<file path="config.mk">
export PLATFORM = sky130hd
export DESIGN_NAME = muldiv_ctrl
export DESIGN_NICKNAME = d
export VERILOG_FILES = /design/src/rtl/mdu_pkg.sv /design/src/rtl/mdu_iter.sv /design/src/rtl/muldiv_ctrl.sv
export SDC_FILE = /design/constraint.sdc
export NUM_CORES = 1
export LEC_CHECK = 0
export ABC_AREA = 1
export CORE_UTILIZATION = 50
export DETAILED_ROUTE_END_ITERATION = 6
export PLACE_DENSITY_LB_ADDON = 0.05
export SYNTH_ARGS = -nofsm -noshare
export SYNTH_HDL_FRONTEND = slang
export SYNTH_SLANG_ARGS = --single-unit
</file>
<file path="constraint.sdc">
create_clock -name i_mdu_clk -period 11.2 [get_ports i_mdu_clk]
set_input_delay 2.24 -clock i_mdu_clk [delete_from_list [all_inputs] [get_ports i_mdu_clk]]
set_output_delay 2.24 -clock i_mdu_clk [all_outputs]
set_load 0.01 [all_outputs]
</file>
<file path="src/rtl/mdu_pkg.sv">
// Shared types and R-type funct codes for the multiply/divide unit.
package mdu_pkg;

    typedef enum logic [1:0] {MDU_MULT, MDU_MULTU, MDU_DIV, MDU_DIVU} mdu_op_t;
    typedef enum logic [1:0] {MDU_IDLE, MDU_RUN, MDU_DONE} mdu_state_t;

    localparam logic [5:0] FUNCT_MULT  = 6'h18;
    localparam logic [5:0] FUNCT_MULTU = 6'h19;
    localparam logic [5:0] FUNCT_DIV   = 6'h1A;
    localparam logic [5:0] FUNCT_DIVU  = 6'h1B;
    localparam logic [5:0] FUNCT_MFHI  = 6'h10;
    localparam logic [5:0] FUNCT_MTHI  = 6'h11;
    localparam logic [5:0] FUNCT_MFLO  = 6'h12;
    localparam logic [5:0] FUNCT_MTLO  = 6'h13;

endpackage

</file>
<file path="src/rtl/mdu_iter.sv">
// One iteration of the MDU datapath on the {acc, opd} pair: right-shifting
// shift-add for multiply, left-shifting restoring shift-subtract for divide.
module mdu_iter #(
    parameter int WIDTH = 32
) (
    input  logic             is_div_i,
    input  logic [WIDTH-1:0] acc_i,
    input  logic [WIDTH-1:0] opd_i,
    input  logic [WIDTH-1:0] b_i,
    output logic [WIDTH-1:0] acc_o,
    output logic [WIDTH-1:0] opd_o
);

    logic [WIDTH:0]   sum;
    logic [WIDTH:0]   add;
    logic [WIDTH:0]   rem;
    logic [WIDTH-1:0] diff;
    logic             ge;

    always_comb begin
        sum  = {1'b0, acc_i} + {1'b0, b_i};
        add  = opd_i[0] ? sum : {1'b0, acc_i};
        rem  = {acc_i, opd_i[WIDTH-1]};
        ge   = (rem >= {1'b0, b_i});
        // when ge holds the true difference is below b, so WIDTH bits suffice
        diff = rem[WIDTH-1:0] - b_i;
        if (is_div_i) begin
            acc_o = ge ? diff : rem[WIDTH-1:0];
            opd_o = {opd_i[WIDTH-2:0], ge};
        end else begin
            acc_o = add[WIDTH:1];
            opd_o = {add[0], opd_i[WIDTH-1:1]};
        end
    end

endmodule

</file>
<file path="src/rtl/muldiv_ctrl.sv">
// Multi-cycle MULT/MULTU/DIV/DIVU sequencer owning HI/LO, with pipeline stall.
// state | meaning: IDLE accepts ops and moves; RUN iterates; DONE commits HI/LO.
module muldiv_ctrl
    import mdu_pkg::*;
#(
    parameter int WIDTH = 32
) (
    input  logic             i_mdu_clk,
    input  logic             i_mdu_rst,
    input  logic             i_mdu_start,
    input  logic [1:0]       i_mdu_op,
    input  logic [WIDTH-1:0] i_mdu_rs,
    input  logic [WIDTH-1:0] i_mdu_rt,
    input  logic             i_mdu_mthi,
    input  logic             i_mdu_mtlo,
    input  logic [WIDTH-1:0] i_mdu_wdata,
    input  logic             i_mdu_mfreq,
    output logic             o_mdu_busy,
    output logic             o_mdu_stall,
    output logic             o_mdu_done,
    output logic             o_mdu_divzero,
    output logic [WIDTH-1:0] o_mdu_hi,
    output logic [WIDTH-1:0] o_mdu_lo
);

    localparam int CW = $clog2(WIDTH);

    mdu_state_t       state_q, state_d;
    logic [CW-1:0]    cnt_q, cnt_d;
    logic [WIDTH-1:0] acc_q, acc_d, opd_q, opd_d, b_q, b_d;
    logic [WIDTH-1:0] hi_q, hi_d, lo_q, lo_d;
    logic             is_div_q, is_div_d, neg_q, neg_d, rneg_q, rneg_d, dz_q, dz_d;

    logic [WIDTH-1:0]   acc_nx, opd_nx;
    logic               op_div, op_signed, sa, sb;
    logic [WIDTH-1:0]   abs_a, abs_b, quo_fix, rem_fix;
    logic [2*WIDTH-1:0] prod_fix;

    mdu_iter #(.WIDTH(WIDTH)) u_iter (
        .is_div_i (is_div_q),
        .acc_i    (acc_q),
        .opd_i    (opd_q),
        .b_i      (b_q),
        .acc_o    (acc_nx),
        .opd_o    (opd_nx)
    );

    assign op_div    = (i_mdu_op == MDU_DIV) || (i_mdu_op == MDU_DIVU);
    assign op_signed = (i_mdu_op == MDU_MULT) || (i_mdu_op == MDU_DIV);
    assign sa        = op_signed & i_mdu_rs[WIDTH-1];
    assign sb        = op_signed & i_mdu_rt[WIDTH-1];
    assign abs_a     = sa ? -i_mdu_rs : i_mdu_rs;
    assign abs_b     = sb ? -i_mdu_rt : i_mdu_rt;

    // magnitude results are negated as needed; 0x80000000/-1 wraps back to 0x80000000
    assign prod_fix  = neg_q ? -{acc_q, opd_q} : {acc_q, opd_q};
    assign quo_fix   = neg_q ? -opd_q : opd_q;
    assign rem_fix   = rneg_q ? -acc_q : acc_q;

    always_comb begin
        state_d  = state_q;
        cnt_d    = cnt_q;
        acc_d    = acc_q;
        opd_d    = opd_q;
        b_d      = b_q;
        hi_d     = hi_q;
        lo_d     = lo_q;
        is_div_d = is_div_q;
        neg_d    = neg_q;
        rneg_d   = rneg_q;
        dz_d     = dz_q;
        case (state_q)
            MDU_IDLE: begin
                if (i_mdu_start) begin
                    is_div_d = op_div;
                    if (op_div && (i_mdu_rt == '0)) begin
                        dz_d    = 1'b1;
                        state_d = MDU_DONE;
                    end else begin
                        dz_d    = 1'b0;
                        acc_d   = '0;
                        opd_d   = abs_a;
                        b_d     = abs_b;
                        neg_d   = sa ^ sb;
                        rneg_d  = sa;
                        cnt_d   = '0;
                        state_d = MDU_RUN;
                    end
                end else begin
                    if (i_mdu_mthi) hi_d = i_mdu_wdata;
                    if (i_mdu_mtlo) lo_d = i_mdu_wdata;
                end
            end
            MDU_RUN: begin
                acc_d = acc_nx;
                opd_d = opd_nx;
                cnt_d = cnt_q + CW'(1);
                if (cnt_q == CW'(WIDTH-1)) state_d = MDU_DONE;
            end
            MDU_DONE: begin
                state_d = MDU_IDLE;
                dz_d    = 1'b0;
                if (!dz_q) begin
                    if (is_div_q) begin
                        lo_d = quo_fix;
                        hi_d = rem_fix;
                    end else begin
                        {hi_d, lo_d} = prod_fix;
                    end
                end
            end
            default: state_d = MDU_IDLE;
        endcase
    end

    always_ff @(posedge i_mdu_clk or posedge i_mdu_rst) begin
        if (i_mdu_rst) begin
            state_q  <= MDU_IDLE;
            cnt_q    <= '0;
            acc_q    <= '0;
            opd_q    <= '0;
            b_q      <= '0;
            hi_q     <= '0;
            lo_q     <= '0;
            is_div_q <= 1'b0;
            neg_q    <= 1'b0;
            rneg_q   <= 1'b0;
            dz_q     <= 1'b0;
        end else begin
            state_q  <= state_d;
            cnt_q    <= cnt_d;
            acc_q    <= acc_d;
            opd_q    <= opd_d;
            b_q      <= b_d;
            hi_q     <= hi_d;
            lo_q     <= lo_d;
            is_div_q <= is_div_d;
            neg_q    <= neg_d;
            rneg_q   <= rneg_d;
            dz_q     <= dz_d;
        end
    end

    assign o_mdu_busy    = (state_q != MDU_IDLE);
    assign o_mdu_done    = (state_q == MDU_DONE);
    assign o_mdu_divzero = o_mdu_done & dz_q;
    assign o_mdu_stall   = o_mdu_busy & (i_mdu_start | i_mdu_mfreq | i_mdu_mthi | i_mdu_mtlo);
    assign o_mdu_hi      = hi_q;
    assign o_mdu_lo      = lo_q;

endmodule

</file>
==> results.txt, run 1 <==
The area growth from synthesis to layout is 14.5%. The pin count of the biggest net entering global routing is 94. In this run the most critical hold path is launched from o_mdu_lo[1]$_DFFE_PP0P_. The number of enable flip-flop cells after synthesis is 0. The synthesized design spends more area on one cell type than any other, namely sky130_fd_sc_hd__dfrtp_1.

The Yosys step of the flow raised 0 warnings. In the post-synthesis netlist, the biggest area contributors are sky130_fd_sc_hd__dfrtp_1, sky130_fd_sc_hd__nand2_1, sky130_fd_sc_hd__inv_1, sky130_fd_sc_hd__nor2_1, sky130_fd_sc_hd__nand3_1. The routed length per instance is between 15 and 20 um. Static timing analysis puts the maximum clock frequency at approximately 170 MHz.

TritonCTS built the clock tree. Setup repair after global routing left no endpoint under its margin. The post-route total power came out at 0.00688 W. The final number of max-transition violations came out at 0. The total overflow left after global routing is 0. The critical path in this run is classified as in -> out.

The count of input and output buffers came out at around 170. The setup TNS came out at 0 ns. For the worst setup path, the data required time is around 9 ns. The synthesized area per cell came out at slightly below 6 um^2.

At the end of routability-driven placement, the weighted congestion stood at a little over 1. The checks that failed: DRC. The type of origin of the critical path is a primary input.

The number of cells on the worst reg-to-reg path came out at 14. Summed over all nets, the switching power comes to 0.00407 W. The flow ran to the end, but the final reports show violations.

The areal power density over the cells came out at about 340 nW/um^2. The via count of the routed design came out at 21000. The top-level I/O count came out at 172. The worst clock skew on the final layout came out at around 0.016 ns. In this run the critical register-to-register path is launched from acc_q[27]$_DFFE_PP0P_. Counting I/O delays and the setup requirement, the final critical path takes about 5.8 ns. The worst slack after detailed placement is roughly 5.4 ns. The vertical extent of the die came out at ~190 um. Measured against its own limit, the worst slew margin works out to 0.245. The H-tree generated during clock tree synthesis spans 4 levels. The first detailed-routing pass ran for 7 iterations.

The dominant register cell in the synthesized netlist is sky130_fd_sc_hd__dfrtp_1. Using the TritonRoute via totals, the vias-per-cell ratio works out to 5.79. The die footprint came out at around 36000 um^2. The kind of path behind the tightest hold check is reg -> reg. The maximum fanout along the worst path came out at 2.

The fill cell instance count of the final layout is between 3000 and 4000. The routed wire length came out at between 70000 and 80000 um. For this run, design rule violations remaining after detail routing come to 2. The number of buffers between clock root and the deepest sink is 2. The placeable core area is around 35000 um^2. The final instance area is 20300 um^2. The reported leakage power came out at 10.1 nW. The number of maximum-capacitance violations is 0. The number of nets still failing antenna checks after routing is 0.

The share of flip-flops with an asynchronous set or reset after synthesis came out at 1.00. For this run, the register share of the synthesized area comes to 0.242. The part of the total power dissipated in sequential elements is 0.203. Once the clock tree was built, the setup fixing pass inserted 0 buffers. Synthesis inferred around 170 register bits. The total of hold buffers inserted after clock tree synthesis came out at 0. The distinct cell type count after synthesis is 55.

The net switching fraction of the power came out at 0.591. The worst register-to-register path ends at acc_q[11]$_DFFE_PP0P_. The number of global-route vias before repair is around 20000. The total standard cell area after synthesis is between 15000 and 20000 um^2. For hold timing, the worst endpoint is o_mdu_lo[1]$_DFFE_PP0P_.

The number of clock buffers added by TritonCTS is 17. The wire length of the first global-routing pass is about 110000 um. The global-route usage over all layers is 0.400. The latest clock arrival within the worst-skew pair came out at around 0.47 ns. The cell sitting at the root of the clock tree is a sky130_fd_sc_hd__clkbuf_16.

CTS saw 171 sinks. Of the total power, combinational logic draws 0.709. The final layout contains ~3300 nets. Setup violations remaining at the end of the flow were counted as 0. The HPWL reported at the end of detailed placement came out at between 50000 and 60000 um. The post-synthesis net count came out at 3224. Dividing the final minimum period by the clock period gives 0.517. The number of antenna violations at the first check in global routing was 0. Across all register-to-register paths, the minimum setup slack is 7.78 ns. The cell count of the worst hold path is 2. Data on the critical path arrives at its endpoint at about 3.6 ns. The clock transition at the registers of the reported paths came out at 0.07 ns.

The die is roughly 190 um wide. 0 antenna diodes ended up in the layout. The starting density of the core is 0.510.

Of the cells placed in the final design, the portion with a size suffix greater than 1 is 0.0400. After the first detailed-routing iteration, the DRC count stood at 2092. IR analysis of the VDD net gives a maximum drop of 0.166 mV. The internal cell power is roughly 0.0028 W. The fraction of synthesized cell area taken by the top area cell type is 0.242. The smallest setup slack after layout is about 5.4 ns.

The final-report hold violation count is 0. The worst setup path is captured at a primary output. Of the total power, the clock network draws 0.088. The post-cts gate resize count is 0. The instance count of the mapped netlist came out at between 3000 and 4000. Hold timing on the final database bottoms out at a slack of roughly 0.5 ns. In this run the cell area measured after placement is roughly 20000 um^2. The transition time at the pin with the least slew margin came out at between 1 and 1.5 ns. The floorplan has 68 rows.
## power by group through the flow
stage | combinational, W | sequential [W] | clock, W
after floorplan | 0.00327 | 0.00121 | 0
after global placement | 0.00465 | 0.00138 | 0
after detailed placement | 0.00473 | 0.00138 | 0
after CTS | 0.00476 | 0.00137 | 0.000604
after global routing | 0.00538 | 0.00141 | 0.000629
final | 0.00488 | 0.00140 | 0.000605
## synthesized netlist by cell type (2+ instances only)
| cell | instances |
|---|---|
| sky130_fd_sc_hd__or2_0 | 2 |
| sky130_fd_sc_hd__nand3_2 | 7 |
| sky130_fd_sc_hd__buf_2 | 16 |
| sky130_fd_sc_hd__o22ai_2 | 5 |
| sky130_fd_sc_hd__inv_1 | 405 |
| sky130_fd_sc_hd__a22oi_1 | 5 |
| sky130_fd_sc_hd__a22o_1 | 2 |
| sky130_fd_sc_hd__or2_2 | 5 |
| sky130_fd_sc_hd__buf_4 | 3 |
| sky130_fd_sc_hd__o21a_1 | 2 |
| sky130_fd_sc_hd__xor2_1 | 34 |
| sky130_fd_sc_hd__o21ai_1 | 44 |
| sky130_fd_sc_hd__ha_1 | 70 |
| sky130_fd_sc_hd__nor3b_1 | 3 |
| sky130_fd_sc_hd__buf_1 | 17 |
| sky130_fd_sc_hd__nand4_1 | 42 |
| sky130_fd_sc_hd__xnor2_1 | 14 |
| sky130_fd_sc_hd__nor3_2 | 2 |
| sky130_fd_sc_hd__o31ai_1 | 4 |
| sky130_fd_sc_hd__inv_2 | 14 |
| sky130_fd_sc_hd__nand3b_1 | 15 |
| sky130_fd_sc_hd__nor2_2 | 13 |
| sky130_fd_sc_hd__a21oi_1 | 212 |
| sky130_fd_sc_hd__nor4_1 | 6 |
| sky130_fd_sc_hd__nor2_4 | 4 |
| sky130_fd_sc_hd__a21boi_1 | 2 |
| sky130_fd_sc_hd__a2bb2oi_1 | 4 |
| sky130_fd_sc_hd__nor2_1 | 378 |
| sky130_fd_sc_hd__nor2_8 | 2 |
| sky130_fd_sc_hd__o21bai_1 | 7 |
| sky130_fd_sc_hd__dfrtp_1 | 171 |
| sky130_fd_sc_hd__buf_6 | 7 |
| sky130_fd_sc_hd__and2_1 | 3 |
| sky130_fd_sc_hd__clkbuf_1 | 50 |
| sky130_fd_sc_hd__o21ai_2 | 14 |
| sky130_fd_sc_hd__o211ai_1 | 12 |
| sky130_fd_sc_hd__a31oi_1 | 26 |
| sky130_fd_sc_hd__nand3_1 | 232 |
| sky130_fd_sc_hd__nand2_2 | 3 |
| sky130_fd_sc_hd__o21ai_0 | 181 |
| sky130_fd_sc_hd__nand2_1 | 959 |
| sky130_fd_sc_hd__fa_1 | 2 |
| sky130_fd_sc_hd__nor3_1 | 37 |
## how the worst max path moves through the flow
| stage | from | end | slack (ns) | depth (start not counted) |
|---|---|---|---|---|
| after floorplan | i_mdu_rst | acc_q[0]$_DFFE_PP0P_ | 4.33 | 1 |
| after global placement | i_mdu_mtlo | o_mdu_stall | 5.37 | 4 |
| after detailed placement | i_mdu_mtlo | o_mdu_stall | 5.40 | 4 |
| after CTS | i_mdu_mtlo | o_mdu_stall | 5.41 | 4 |
| after global routing | i_mdu_mtlo | o_mdu_stall | 5.35 | 4 |
| final | i_mdu_mtlo | o_mdu_stall | 5.41 | 4 |
## critical path: stages
cell and delay [ns]:
sky130_fd_sc_hd__clkdlybuf4s50_1 0.46, sky130_fd_sc_hd__nor4_1 0.30, sky130_fd_sc_hd__nor2_1 0.07, sky130_fd_sc_hd__clkdlybuf4s50_1 0.48
## metrics by stage
stage | std cells | util
CTS | 3628 | 0.584
detailed placement | 3596 | 0.567
floorplan | 3048 | -
global placement | 3596 | 0.567
finish | 3628 | 0.584
global route | 3628 | 0.584
## flip-flops by register name, summed over array words and instances (netlist names), 2 cells and up
| signal | flops |
|---|---|
| acc_q | 32 |
| b_q | 32 |
| cnt_q | 5 |
| o_mdu_hi | 32 |
| o_mdu_lo | 32 |
| opd_q | 32 |
| state_q | 2 |
## per-layer routing
metal / share of wire / vias to the layer above / global-route usage
li1: - / 10000 / -
met1: 0.39 / 9685 / 0.485
met2: 0.45 / 1077 / 0.654
met3: 0.081 / 250 / 0.0642
met4: 0.073 / 0 / 0.273
met5: 0 / - / 0
## kinds of logic after synthesis
kind of cell    after synthesis  share of synthesized area
flops                       171                      0.242
compound gates              525                      0.162
buf+inv                     513                      0.113
fa+ha+maj                    72                     0.0517
xor+xnor                     48                     0.0237
simple gates               1719                      0.408
## cells in the final DEF (no fill, tap or decap), types with 34 or more instances in the layout
| cell type | synthesis | layout |
|---|---|---|
| sky130_fd_sc_hd__nand2_1 | 959 | 959 |
| sky130_fd_sc_hd__inv_1 | 405 | 403 |
| sky130_fd_sc_hd__nor2_1 | 378 | 377 |
| sky130_fd_sc_hd__nand3_1 | 232 | 232 |
| sky130_fd_sc_hd__a21oi_1 | 212 | 212 |
| sky130_fd_sc_hd__o21ai_0 | 181 | 181 |
| sky130_fd_sc_hd__clkdlybuf4s50_1 | 0 | 171 |
| sky130_fd_sc_hd__dfrtp_1 | 171 | 170 |
| sky130_fd_sc_hd__ha_1 | 70 | 70 |
| sky130_fd_sc_hd__o21ai_1 | 44 | 43 |
| sky130_fd_sc_hd__nand4_1 | 42 | 42 |
| sky130_fd_sc_hd__nor3_1 | 37 | 37 |
| sky130_fd_sc_hd__xor2_1 | 34 | 34 |
## area by class of cell
type                    count  area (um^2)  share of cell area
multi-input cells        2364        11400               0.564
repair buffers            186         1820              0.0900
clock buffers              19          453              0.0223
well taps                 455          569              0.0281
flip-flops and latches    171         4280               0.211
inverters                 420         1580              0.0780
clock inverters            13          126             0.00623
No activity file was read; power rests on OpenSTA's default activity.
==> inputs of run 2 (changes only) <==
==> constraint.sdc (replaced) <==
create_clock -name i_mdu_clk -period 5.5 [get_ports i_mdu_clk]
set_input_delay 1.1 -clock i_mdu_clk [delete_from_list [all_inputs] [get_ports i_mdu_clk]]
set_output_delay 1.1 -clock i_mdu_clk [all_outputs]
set_load 0.01 [all_outputs]
==> run 2 against run 1 <==
Compared with the run above: the flow now finishes without violations; non-clock buffer count is 2 lower; clock skew decreased by 0.0032 ns; power grew 100%; combinational power rose by 100%; setup slack worse by 3.7 ns; routed wire length up 1.8%; critical path depth rose by 10; critical path type is now in -> reg; largest cell class unchanged; highest routed layer unchanged.
==> results.txt, run 2 (synthesis gave the netlist of run 1 again) <==
The final number of max-transition violations is 0. The kind of critical path is in -> reg. The flow ran to the end, and the final reports show no timing, DRC or antenna violations. The maximum fanout along the worst path is 56.

The number of global-route vias before repair came out at ~20000. The global placer's final weighted congestion came out at 1.04. The areal power density over the cells came out at a little under 700 nW/um^2.

The setup TNS is 0 ns. The achievable clock frequency is 264 MHz. The number of buffers added for setup after CTS is 0.

The final-report setup violation count came out at 0. The top cell types in the final layout, fill and taps aside, are sky130_fd_sc_hd__nand2_1, sky130_fd_sc_hd__inv_1, sky130_fd_sc_hd__nor2_1. Measured against its own limit, the worst slew margin works out to 0.195.

The minimum clock period is 3.78 ns. The HPWL reported at the end of detailed placement is about 58000 um. The launching point of the worst reg2reg path is acc_q[15]$_DFFE_PP0P_. In this run the most critical hold path is launched from o_mdu_lo[9]$_DFFE_PP0P_. The first global-routing pass estimated between 100000 and 150000 um of wire. The number of clock buffers inserted by TritonCTS came out at 17. The flop-to-flop setup slack came out at roughly 2.3 ns.

The final instance area came out at just over 20000 um^2. The H-tree was split into 4 levels. STA classifies the critical path endpoint as a flop. The count of input and output buffers came out at 171. The top-level I/O count is ~170. The number of iterations in the first detailed-routing pass is 6.

The die footprint is roughly 36000 um^2. The cell row count came out at 68. Setup repair after global routing left no endpoint under its margin. The placeable core area is 34700 um^2. The post-cts gate resize count came out at 0.

The number of nets still failing antenna checks after routing came out at 0. The routed wire length is ~73000 um. The vertical extent of the die is 190 um.

The die extent in x came out at 190 um. The cell count of the worst hold path is 2. The ratio of cells with drive above 1 in the final layout is 0.0388.

The clock transition at the registers of the reported paths is ~0.070 ns. The pin count of the biggest net entering global routing came out at approximately 170. The latest clock arrival within the worst-skew pair is ~0.46 ns. Between clock sinks in the finished design, the worst skew comes to 0.0128 ns. The post-detailed-route DRC marker count came out at 0.

The total of hold buffers inserted after clock tree synthesis came out at 0. CTS placed an instance of sky130_fd_sc_hd__clkbuf_16 at the clock tree root. The worst hold path terminates at o_mdu_lo[9]$_DFFE_PP0P_. The layout overhead on the synthesized area is 14.5%.

The clock tree from TritonCTS is done. The number of buffers between clock root and the deepest sink is 2. The routed length per instance is around 20 um. The number of antenna violations at the first check in global routing is 0. The transition time at the pin with the least slew margin is around 1.2 ns. The kind of path behind the tightest hold check is reg -> reg. The routed layout has 21100 vias. STA puts the critical path data arrival time at 4.16 ns.

The starting density of the core is 0.510. The post-place instance area is between 15000 and 20000 um^2. The via count normalized by instance count came out at approximately 5.8.

The number of maximum-capacitance violations is 0. The reported leakage power came out at 10.1 nW. The initial DRC count came out at 2128. STA classifies the critical path startpoint as a primary input. The global-route usage over all layers came out at 0.409.

The worst hold-check slack is 0.489 ns. The clock net sink count is between 150 and 200. The repair_antennas step left the layout with diodes totalling 0.

The final-report hold violation count is 0. The worst voltage drop across the vdd grid is approximately 0.41 mV. The number of cells on the worst reg-to-reg path is 14. The worst reg2reg path endpoint is acc_q[10]$_DFFE_PP0P_. After the last flow step, the layout net total stands at roughly 3300.

The final worst-path cycle share came out at 0.688. The leading cell type in the layout, fill and taps excluded is sky130_fd_sc_hd__nand2_1. The total overflow reported by the global router came out at 0. Data on the critical path is required at its endpoint by around 6 ns.
## run 2: cell count changes in the layout (fill, tap and decap cells not counted)
cell and change:
sky130_fd_sc_hd__clkinvlp_4 +2, sky130_fd_sc_hd__inv_8 -5, sky130_fd_sc_hd__buf_12 +1, sky130_fd_sc_hd__buf_4 -3
sky130_fd_sc_hd__clkbuf_8 -1, sky130_fd_sc_hd__clkbuf_1 +2, sky130_fd_sc_hd__bufinv_16 +2, sky130_fd_sc_hd__clkinv_8 -1
sky130_fd_sc_hd__inv_6 +1
## run 2: metal layers
metal,global-route usage,share of wire
met1,0.488,0.39
met2,0.679,0.46
met3,0.0668,0.079
met4,0.272,0.073
met5,0.00137,0
## run 2: cell type report
cell class,count,area [um^2]
clock buffer,20,447
clock inverter,12,139
fill,3478,14400
inverter,420,1580
multi-input combinational,2364,11400
sequential,171,4280
tap,455,569
timing repair buffer,184,1820
## run 2: metrics by stage
step	power, W	utilization	std cells	setup WS (ns)
3_5_place_dp	0.0125	0.567	3594	1.26
5_1_grt	0.0152	0.584	3626	1.47
4_1_cts	0.0138	0.584	3626	1.74
3_3_place_gp	0.0123	0.567	3594	1.32
2_1_floorplan	0.00912	-	3048	2.22
6_report	0.0141	0.584	3626	1.72
## run 2: worst max-delay path: stages
cell and delay [ns]:
sky130_fd_sc_hd__clkdlybuf4s50_1 0.48, sky130_fd_sc_hd__inv_1 0.06, sky130_fd_sc_hd__ha_1 0.26, sky130_fd_sc_hd__inv_2 0.11, sky130_fd_sc_hd__nor3_4 0.06, sky130_fd_sc_hd__inv_2 0.08, sky130_fd_sc_hd__nor2_4 0.04, sky130_fd_sc_hd__nand2_1 0.07
sky130_fd_sc_hd__nor2_2 0.06, sky130_fd_sc_hd__nand3_2 0.09, sky130_fd_sc_hd__nand3_4 0.42, sky130_fd_sc_hd__inv_2 0.99, sky130_fd_sc_hd__nand2_1 0.19, sky130_fd_sc_hd__o21ai_2 0.11
## run 2: how the worst max path moves through the flow
stage,slack (ns),from,depth (start not counted),end
floorplan,2.22,i_mdu_rst,1,acc_q[0]$_DFFE_PP0P_
global placement,1.32,i_mdu_rt[0],15,opd_q[20]$_DFFE_PP0P_
detailed placement,1.26,i_mdu_rt[0],15,opd_q[20]$_DFFE_PP0P_
CTS,1.74,i_mdu_rt[0],14,opd_q[10]$_DFFE_PP0P_
global route,1.47,i_mdu_rt[0],14,opd_q[10]$_DFFE_PP0P_
finish,1.72,i_mdu_rt[0],14,opd_q[6]$_DFFE_PP0P_
## run 2: where the power goes
part	switching [W]	internal, W
clock	0.000572	0.000687
combinational	0.00672	0.00323
sequential	0.000994	0.00187
